<file path="config.mk">
export PLATFORM = sky130hd
export DESIGN_NAME = lsu_mem_ctrl
export DESIGN_NICKNAME = d
export VERILOG_FILES = /design/src/rtl/lsu_mem_ctrl.sv
export SDC_FILE = /design/constraint.sdc
export NUM_CORES = 1
export LEC_CHECK = 0
export CAP_MARGIN = 20
export CORE_MARGIN = 2
export CORE_UTILIZATION = 48
export CTS_CLUSTER_DIAMETER = 120
export DETAILED_ROUTE_END_ITERATION = 6
export GPL_TIMING_DRIVEN = 0
export PLACE_DENSITY = 0.89
export SYNTH_ARGS = -nofsm -noshare
export SYNTH_HDL_FRONTEND = slang
export SYNTH_SLANG_ARGS = --single-unit
</file>
<file path="constraint.sdc">
create_clock -name clk -period 6.6 [get_ports clk]
set_input_delay 0.99 -clock clk [delete_from_list [all_inputs] [get_ports clk]]
set_output_delay 0.99 -clock clk [all_outputs]
set_load 0.1 [all_outputs]
</file>
<file path="src/rtl/lsu_mem_ctrl.sv">
// rtl/lsu_mem_ctrl.sv - load/store responder between the datapath and a word-wide valid/ready memory bus
module lsu_mem_ctrl #(
  parameter int ADDR_W  = 30,
  parameter int TIMEOUT = 16
) (
  input  logic              clk,
  input  logic              rst,
  input  logic [31:0]       addr,
  input  logic [31:0]       wdata,
  input  logic [2:0]        load,
  input  logic [1:0]        store,
  output logic [31:0]       rdata,
  output logic              stall,
  output logic              misalign_err,
  output logic              bus_err,
  output logic              mem_req,
  output logic              mem_we,
  output logic [ADDR_W-1:0] mem_addr,
  output logic [31:0]       mem_wdata,
  output logic [3:0]        mem_be,
  input  logic              mem_ready,
  input  logic [31:0]       mem_rdata
);

  typedef enum logic [1:0] {
    S_IDLE = 2'd0,
    S_BUSY = 2'd1,
    S_DONE = 2'd2
  } state_t;

  localparam logic [1:0] SZ_B = 2'd0;
  localparam logic [1:0] SZ_H = 2'd1;
  localparam logic [1:0] SZ_W = 2'd2;

  // Counter value on the last BUSY cycle allowed before the bus is declared dead
  localparam logic [7:0] TO_LAST = 8'(TIMEOUT - 1);

  state_t      state;
  logic [7:0]  cnt;
  logic [1:0]  lat_size;
  logic        lat_unsigned;
  logic [1:0]  lat_off;

  logic        ld_valid;
  logic        op_valid;
  logic        op_store;
  logic [1:0]  op_size;
  logic        op_unsigned;
  logic        aligned;
  logic [3:0]  op_be;
  logic [31:0] rd_shift;
  logic [31:0] rd_ext;

  // Decode the requested operation; a load takes priority over a simultaneous store
  always_comb begin
    ld_valid    = (load >= 3'd1) && (load <= 3'd5);
    op_valid    = ld_valid || (store != 2'b00);
    op_store    = !ld_valid && (store != 2'b00);
    op_size     = SZ_W;
    op_unsigned = 1'b0;
    if (ld_valid) begin
      case (load)
        3'd1:    op_size = SZ_B;
        3'd2:    op_size = SZ_H;
        3'd4: begin
          op_size     = SZ_B;
          op_unsigned = 1'b1;
        end
        3'd5: begin
          op_size     = SZ_H;
          op_unsigned = 1'b1;
        end
        default: op_size = SZ_W;
      endcase
    end else begin
      case (store)
        2'b01:   op_size = SZ_B;
        2'b10:   op_size = SZ_H;
        default: op_size = SZ_W;
      endcase
    end
    case (op_size)
      SZ_H:    aligned = !addr[0];
      SZ_W:    aligned = (addr[1:0] == 2'b00);
      default: aligned = 1'b1;
    endcase
    case (op_size)
      SZ_B:    op_be = 4'b0001 << addr[1:0];
      SZ_H:    op_be = 4'b0011 << addr[1:0];
      default: op_be = 4'b1111;
    endcase
  end

  // Bring the addressed lane down to bit 0 and extend according to the latched load type
  always_comb begin
    rd_shift = mem_rdata >> {lat_off, 3'b000};
    case (lat_size)
      SZ_B:    rd_ext = lat_unsigned ? {24'h0, rd_shift[7:0]}
                                     : {{24{rd_shift[7]}}, rd_shift[7:0]};
      SZ_H:    rd_ext = lat_unsigned ? {16'h0, rd_shift[15:0]}
                                     : {{16{rd_shift[15]}}, rd_shift[15:0]};
      default: rd_ext = mem_rdata;
    endcase
  end

  // Hold the core from the accepting IDLE cycle until the transfer has finished
  assign stall = (state == S_BUSY) || ((state == S_IDLE) && op_valid && aligned);

  // Transaction sequencer: accept in IDLE, run the bus in BUSY, release the core in DONE
  always_ff @(posedge clk or negedge rst) begin
    if (!rst) begin
      state        <= S_IDLE;
      cnt          <= 8'd0;
      rdata        <= 32'h0;
      mem_req      <= 1'b0;
      mem_we       <= 1'b0;
      mem_addr     <= '0;
      mem_wdata    <= 32'h0;
      mem_be       <= 4'h0;
      misalign_err <= 1'b0;
      bus_err      <= 1'b0;
      lat_size     <= SZ_W;
      lat_unsigned <= 1'b0;
      lat_off      <= 2'b00;
    end else begin
      misalign_err <= 1'b0;
      bus_err      <= 1'b0;
      case (state)
        S_IDLE: begin
          if (op_valid) begin
            if (aligned) begin
              mem_addr     <= addr[ADDR_W+1:2];
              mem_we       <= op_store;
              mem_be       <= op_be;
              mem_wdata    <= wdata << {addr[1:0], 3'b000};
              lat_size     <= op_size;
              lat_unsigned <= op_unsigned;
              lat_off      <= addr[1:0];
              mem_req      <= 1'b1;
              cnt          <= 8'd0;
              state        <= S_BUSY;
            end else begin
              misalign_err <= 1'b1;
              rdata        <= 32'h0;
            end
          end
        end
        S_BUSY: begin
          if (mem_ready) begin
            if (!mem_we) rdata <= rd_ext;
            mem_req <= 1'b0;
            cnt     <= 8'd0;
            state   <= S_DONE;
          end else if (cnt == TO_LAST) begin
            if (!mem_we) rdata <= 32'h0;
            bus_err <= 1'b1;
            mem_req <= 1'b0;
            cnt     <= 8'd0;
            state   <= S_DONE;
          end else begin
            cnt <= cnt + 8'd1;
          end
        end
        S_DONE: begin
          state <= S_IDLE;
        end
        default: begin
          mem_req <= 1'b0;
          state   <= S_IDLE;
        end
      endcase
    end
  end

endmodule

</file>
# --- Yosys cells after proc, flatten, opt, wreduce, memory -nomap -nowiden ---
# Cells that the tools add are included.
word_totals:
  word_cells: 99
  output_inout_bits: 103
  in_bits: 104
  reg_bits: 117
op_classes:
  n_addsub: 1
  n_eq_ne: 18
  shifts: 4
  mux: 38
  order_cmp: 2
  n_bitwise: 1
  n_reduce_logical: 22
op_table:
  columns: ["cell", "n"]
  rows:
  - ["32-bit 2-to-1 mux", 8]
  - ["32-bit case mux with 2 select lines", 2]
  - ["8-bit 2-to-1 mux", 4]
  - ["32-bit by 5-bit left shift with 32-bit output", 1]
  - ["32-bit by 5-bit right shift with 16-bit output", 1]
  - ["8-bit case mux with 2 select lines", 1]
  - ["1-bit 2-to-1 mux", 12]
  - ["2-bit case mux with 2 select lines", 3]
  - ["2-bit 2-to-1 mux", 5]
  - ["3-bit AND reduction", 3]
  - ["8-bit by 1-bit adder with 8-bit output (second input constant)", 1]
  - ["2-bit by 1-bit equality test with 1-bit output (second input constant)", 4]
  - ["8-bit by 4-bit equality test with 1-bit output (second input constant)", 1]
  - ["2-bit logical NOT", 4]
  - ["4-bit case mux with 2 select lines", 1]
  - ["2-bit equality test (second input constant)", 3]
  - ["3-bit equality test (second input constant)", 2]
  - ["2-bit != test (second input constant)", 3]
  - ["3-bit != test (second input constant)", 2]
  - ["6-bit AND reduction", 1]
  - ["2-bit OR reduction", 3]
  - ["1-bit logical AND", 4]
  - ["4-bit AND reduction", 1]
  - ["2-bit nonzero test", 2]
  - ["other kinds (12)", 14]

# --- Longest topological paths before layout ---
logic_depth:
  word_depth: 9
  ltp_mapped: 14
  ltp_nobuf: 12

# --- Worst setup path after synthesis ---
# Ideal clock, no wire load.
synth_path:
  kind: "input port to output port"
  start: "in store[0]"
  end: "out stall"
  arrival_ns: 3.641
  path_stages: 11
  setup_slack_ns: 1.969
  required_ns: 5.610
  n_path_buf: 1
  path_cell_list: "inv_1 > ha_1 > nand2_1 > a211oi_1 > a31oi_1 > ha_1 > nor2_1 > a21oi_1 > a21oi_1 > buf_2 > nor2_1"
synth_via:
  elab_chain_len: 7
  word_cells_on_any_way: 12
  classes_between: "eq/ne (4); mux (3); reduce/logical (5)"
synth_lines:
  columns: ["element", "line", "source"]
  rows:
  - ["start: declaration", "11", "input logic [1:0] store,"]
  - ["2-bit equality test or 2-bit by 1-bit equality test with 1-bit output (tied branches)", "76", "case (store)"]
  - ["2-bit case mux with 2 select lines", "76", null]
  - ["2-bit 2-to-1 mux", "61", "if (ld_valid) begin"]
  - ["2-bit equality test or 2-bit by 1-bit equality test with 1-bit output (tied branches)", "82", "case (op_size)"]
  - ["1-bit case mux with 2 select lines", "82", null]
  - ["1-bit logical AND *", "107", "assign stall = (state == S_BUSY) || ((state == S_IDLE) && op_valid && aligned);"]
  - ["1-bit logical OR *", "107", null]
  - ["end: declaration", "13", "output logic stall,"]
# Mark *: on every way between the ends. The rest lies on a longest branch, timed or not.

# --- Final worst setup path ---
layout_path:
  start: "in load[2]"
  end: "out stall"
layout_via:
  elab_chain_len: 8
  word_cells_on_any_way: 18
  classes_between: "order compare (2); eq/ne (6); mux (3); reduce/logical (7)"
layout_lines:
  columns: ["element", "line", "source"]
  rows:
  - ["start: declaration", "10", "input logic [2:0] load,"]
  - ["3-bit equality test, or another cell as far along", "62", "case (load)"]
  - ["2-bit OR reduction (no source line)", null, null]
  - ["2-bit case mux with 2 select lines", "62", null]
  - ["2-bit 2-to-1 mux *", "61", null]
  - ["named net op_size[1]", "47", "logic [1:0] op_size;"]
  - ["2-bit equality test or 2-bit by 1-bit equality test with 1-bit output (tied branches)", "82", null]
  - ["1-bit case mux with 2 select lines *", "82", null]
  - ["1-bit logical AND *", "107", null]
  - ["1-bit logical OR *", "107", null]
# The timed path passes the listed nets; every way through them passes the cells marked *.

==> results.md <==
* Status: finished clean
* Clock slew at the register clock pins of the worst setup and hold paths at 0.05 ns
* Vias in the first global route at ~5,700
* Met1 Use GR at 33.6%
* Tcrit/Tclk final at 85.7%
* Clk buf depth at 2
* Antenna diodes at 0
* RSZ-0062 raised after global routing: no
* Cts bufs inserted at 17
* CTS tree: done
* Met2 Use GR at approximately half
* Slew Viols, Final at 0
* # DRC at 0
* Routability cong. at between 0.8 and 0.9
* Mapped Area at between 5000 and 6000 µm²
* Synth warn at 0
* Synthesized area per cell at 10.8 µm²
* Max-cap violation count at 0
* Via density at ~6
* Clock H-tree levels at 4
* Num Clock Sinks at roughly 120
* WS Path Type: primary input to primary output
* Detailed-placement wirelength estimate at between 10,000 and 15,000 µm
* Top-area cell type share of the netlist area at between 50% and 60%
* Post-Synthesis Net Count at roughly 630
* FF+latch count, synth at about 120
* Seq/Total Area, Yosys at between 50% and 60%
* Fin nets at between 800 and 900
* Crit-path most repeated cell: nor2_1
* Clk_skew at roughly 0.013 ns
* Layout fillers at slightly below 800
* Reg2reg end: mem_wdata[12]
* Layout cells sized above 1 at about an eighth
* Critical path, cell by cell: clkdlybuf4s50_1 -> nor3_1 -> nor2_1 -> o21ai_1 -> inv_1 -> ha_1 -> nor2_1 -> a21oi_1 -> a21oi_1 -> buf_2 -> nor2_1 -> clkdlybuf4s50_1
* IO buf count at around 200
* CTS Root Cell: clkbuf_16
* Synth top area cells: dfrtp_1 51%, mux2_2 7.8%, mux2i_1 4.8%
* Relative slew slack at between 20 and 30%
* Worst-Margin Slew at about 1.1 ns
* Pin count of the biggest net entering global routing at 64
* Total global routing overflow at 0
* Initial DRC Count at 370
* Hold WS at approximately 0.48 ns
* Final min period at about 5.7 ns
* Highest cell delay on the worst timing path at just under 1 ns
* I/O pin total at 207
* Worst-path maximum fanout at 10
* Worst path arrival time at about 4.7 ns
* Final setup fails at 0
* Distinct cells, synth at 49
* Startpoint types: primary input
* R2R Path Start: state[0]
* Routed wire per std cell at ~20 µm
* Vias at 5,294
* Worst hold path class: flop to flop
* Post-Route WL at ~18,000 µm
* Worst path slowest cell: clkdlybuf4s50_1
* Syn-to-layout area delta at 51.4%
* Vert. Die Dim at between 100 and 150 µm
* Max Freq at approximately 180 MHz
* Setup TNS at 0 ns
* Post-CTS sizing at 0
* Number of flops mapped to enable cells by yosys at 0
* Die area at 12,600 µm²
* Critical path launch point: load[2]
* Std-Cell Rows at 39
* Post-Syn Instances at between 500 and 600
* Final hold violation count at 0
* Initial antenna violation count at 0
* Post-synth top area cell: dfrtp_1
* Endpoint class of the critical path: primary output
* DIE WIDTH at ~110 µm
* First-pass GRT wire length at a little under 30,000 µm
* Skew-Pair Late Insertion Delay at 0.42 ns
* Ys flop type: dfrtp_1
* Crit path to: stall
* Routed Antenna Nets at 0
* Hold_buf cts at 0
* Met3 Track Usage GR at slightly above 8%
* Required @ worst endpoint at roughly 5.6 ns
* Core area at around 11,000 µm²
* Pre-Repair DR Iteration Count at 5
* Reg2Reg Depth at 7
* Initial Utilization at between 40 and 50%
* Total GRT Usage at 29.1%
* Setup Buffers After CTS at 0
* Share of flip-flops with an asynchronous set or reset at 100%
* R2R setup slack at 4.21 ns
* Most used routing layer: met2
==> placed cells by master (no fill, tap or decap), types with 2 or more instances in the layout <==
cell,netlist,final
nand2b_1,6,6
a211oi_1,10,10
clkbuf_1,16,17
a221o_2,2,2
nor3b_1,2,2
nand3b_1,2,2
nor3_1,3,3
o31ai_1,11,11
nor2b_1,11,11
buf_1,7,7
o211ai_1,8,8
nand3_1,2,2
inv_1,6,6
or3_1,3,3
buf_2,9,9
clkbuf_16,0,17
nand2_1,57,57
a21oi_1,37,37
or2_2,3,3
clkinv_2,0,2
or4_1,2,2
nor2_1,39,39
a221o_1,22,22
mux2i_1,27,27
a31oi_1,2,2
and2_1,2,2
bufinv_16,0,4
clkdlybuf4s50_1,0,204
o2bb2ai_1,8,8
ha_1,5,5
clkinvlp_4,0,2
clkbuf_8,0,5
buf_6,3,3
and3_1,8,8
o21ai_0,39,39
mux2_2,39,39
dfrtp_1,116,116
==> sequential cells by signal (all words and copies together), names as in the netlist <==
register and cells:
state 2, mem_wdata 32, lat_size 2, lat_unsigned 1
rdata 32, mem_we 1, lat_off 2, mem_addr 30
mem_req 1, mem_be 4, bus_err 1, cnt 8
misalign_err 1
==> final cells by class <==
cell class / instances / area (µm²) / share of cell area (%)
Sequential cell: 117 / 2930 / 34.3
Multi-Input combinational cell: 365 / 2510 / 29.4
Tap cell: 143 / 179 / 2.09
Inverter: 6 / 22.5 / 0.264
Buffer: 37 / 183 / 2.14
Clock buffer: 23 / 498 / 5.83
Clock inverter: 8 / 145 / 1.70
Timing Repair Buffer: 206 / 2080 / 24.3
==> metal layers <==
metal  wire, µm  vias to the layer above
met5          0                        -
met4        617                        0
met3       1700                       59
met2       9020                      335
met1       6700                     2541
li1           -                     2359
==> worst max-delay path, delay by kind of cell <==
family | cells | cell delay, ns
fa+ha+maj | 1 | 0.23
buf+inv | 4 | 1.85
compound gates | 3 | 0.78
simple gates | 4 | 0.79
==> Yosys cell counts (5+ instances only) <==
master,count
a211oi_1,10
a21oi_1,37
a221o_1,22
and3_1,8
buf_1,7
buf_2,9
clkbuf_1,16
dfrtp_1,116
ha_1,5
inv_1,6
mux2_2,39
mux2i_1,27
nand2_1,57
nand2b_1,6
nor2_1,39
nor2b_1,11
o211ai_1,8
o21ai_0,39
o2bb2ai_1,8
o31ai_1,11
==> how the worst min path moves through the flow <==
stage               depth (start not counted)           from  slack, ns             to
floorplan                                   1         cnt[2]       0.47         cnt[2]
global placement                            2  mem_wdata[13]       0.46  mem_wdata[13]
detailed placement                          2   mem_wdata[9]       0.47   mem_wdata[9]
CTS                                         2  mem_wdata[14]       0.48  mem_wdata[14]
global route                                2   mem_wdata[9]       0.50   mem_wdata[9]
finish                                      2   mem_wdata[9]       0.48   mem_wdata[9]
==> stage by stage <==
step / utilization [%] / cell area (µm²) / setup WS, ns / instances
4_1_cts: 74.5 / 8540 / 1.03 / 905
2_1_floorplan: - / 5650 / 1.97 / 525
5_1_grt: 74.5 / 8540 / 0.756 / 905
3_5_place_dp: 68.9 / 7900 / 1.15 / 874
3_3_place_gp: 68.7 / 7880 / 0.237 / 873
6_report: 74.5 / 8540 / 0.941 / 905
==> cell families (layout without fill, tap and decap cells) <==
| logic type | count (synthesis) | after routing | synth area share (%) |
|---|---|---|---|
| XOR/XNOR | 1 | 1 | 0.155 |
| AND/OR/NAND/NOR | 147 | 147 | 12.8 |
| multiplexers | 66 | 66 | 12.6 |
| adder cells (fa/ha/maj) | 5 | 5 | 1.11 |
| flip-flops | 117 | 117 | 51.9 |
| buffers and inverters | 43 | 280 | 3.63 |
| AO/OA/AOI/OAI | 146 | 146 | 17.9 |
Power is left out: the tool's default activity adds up to more than one toggle a clock period on the data nets, which glitch-free logic cannot reach.
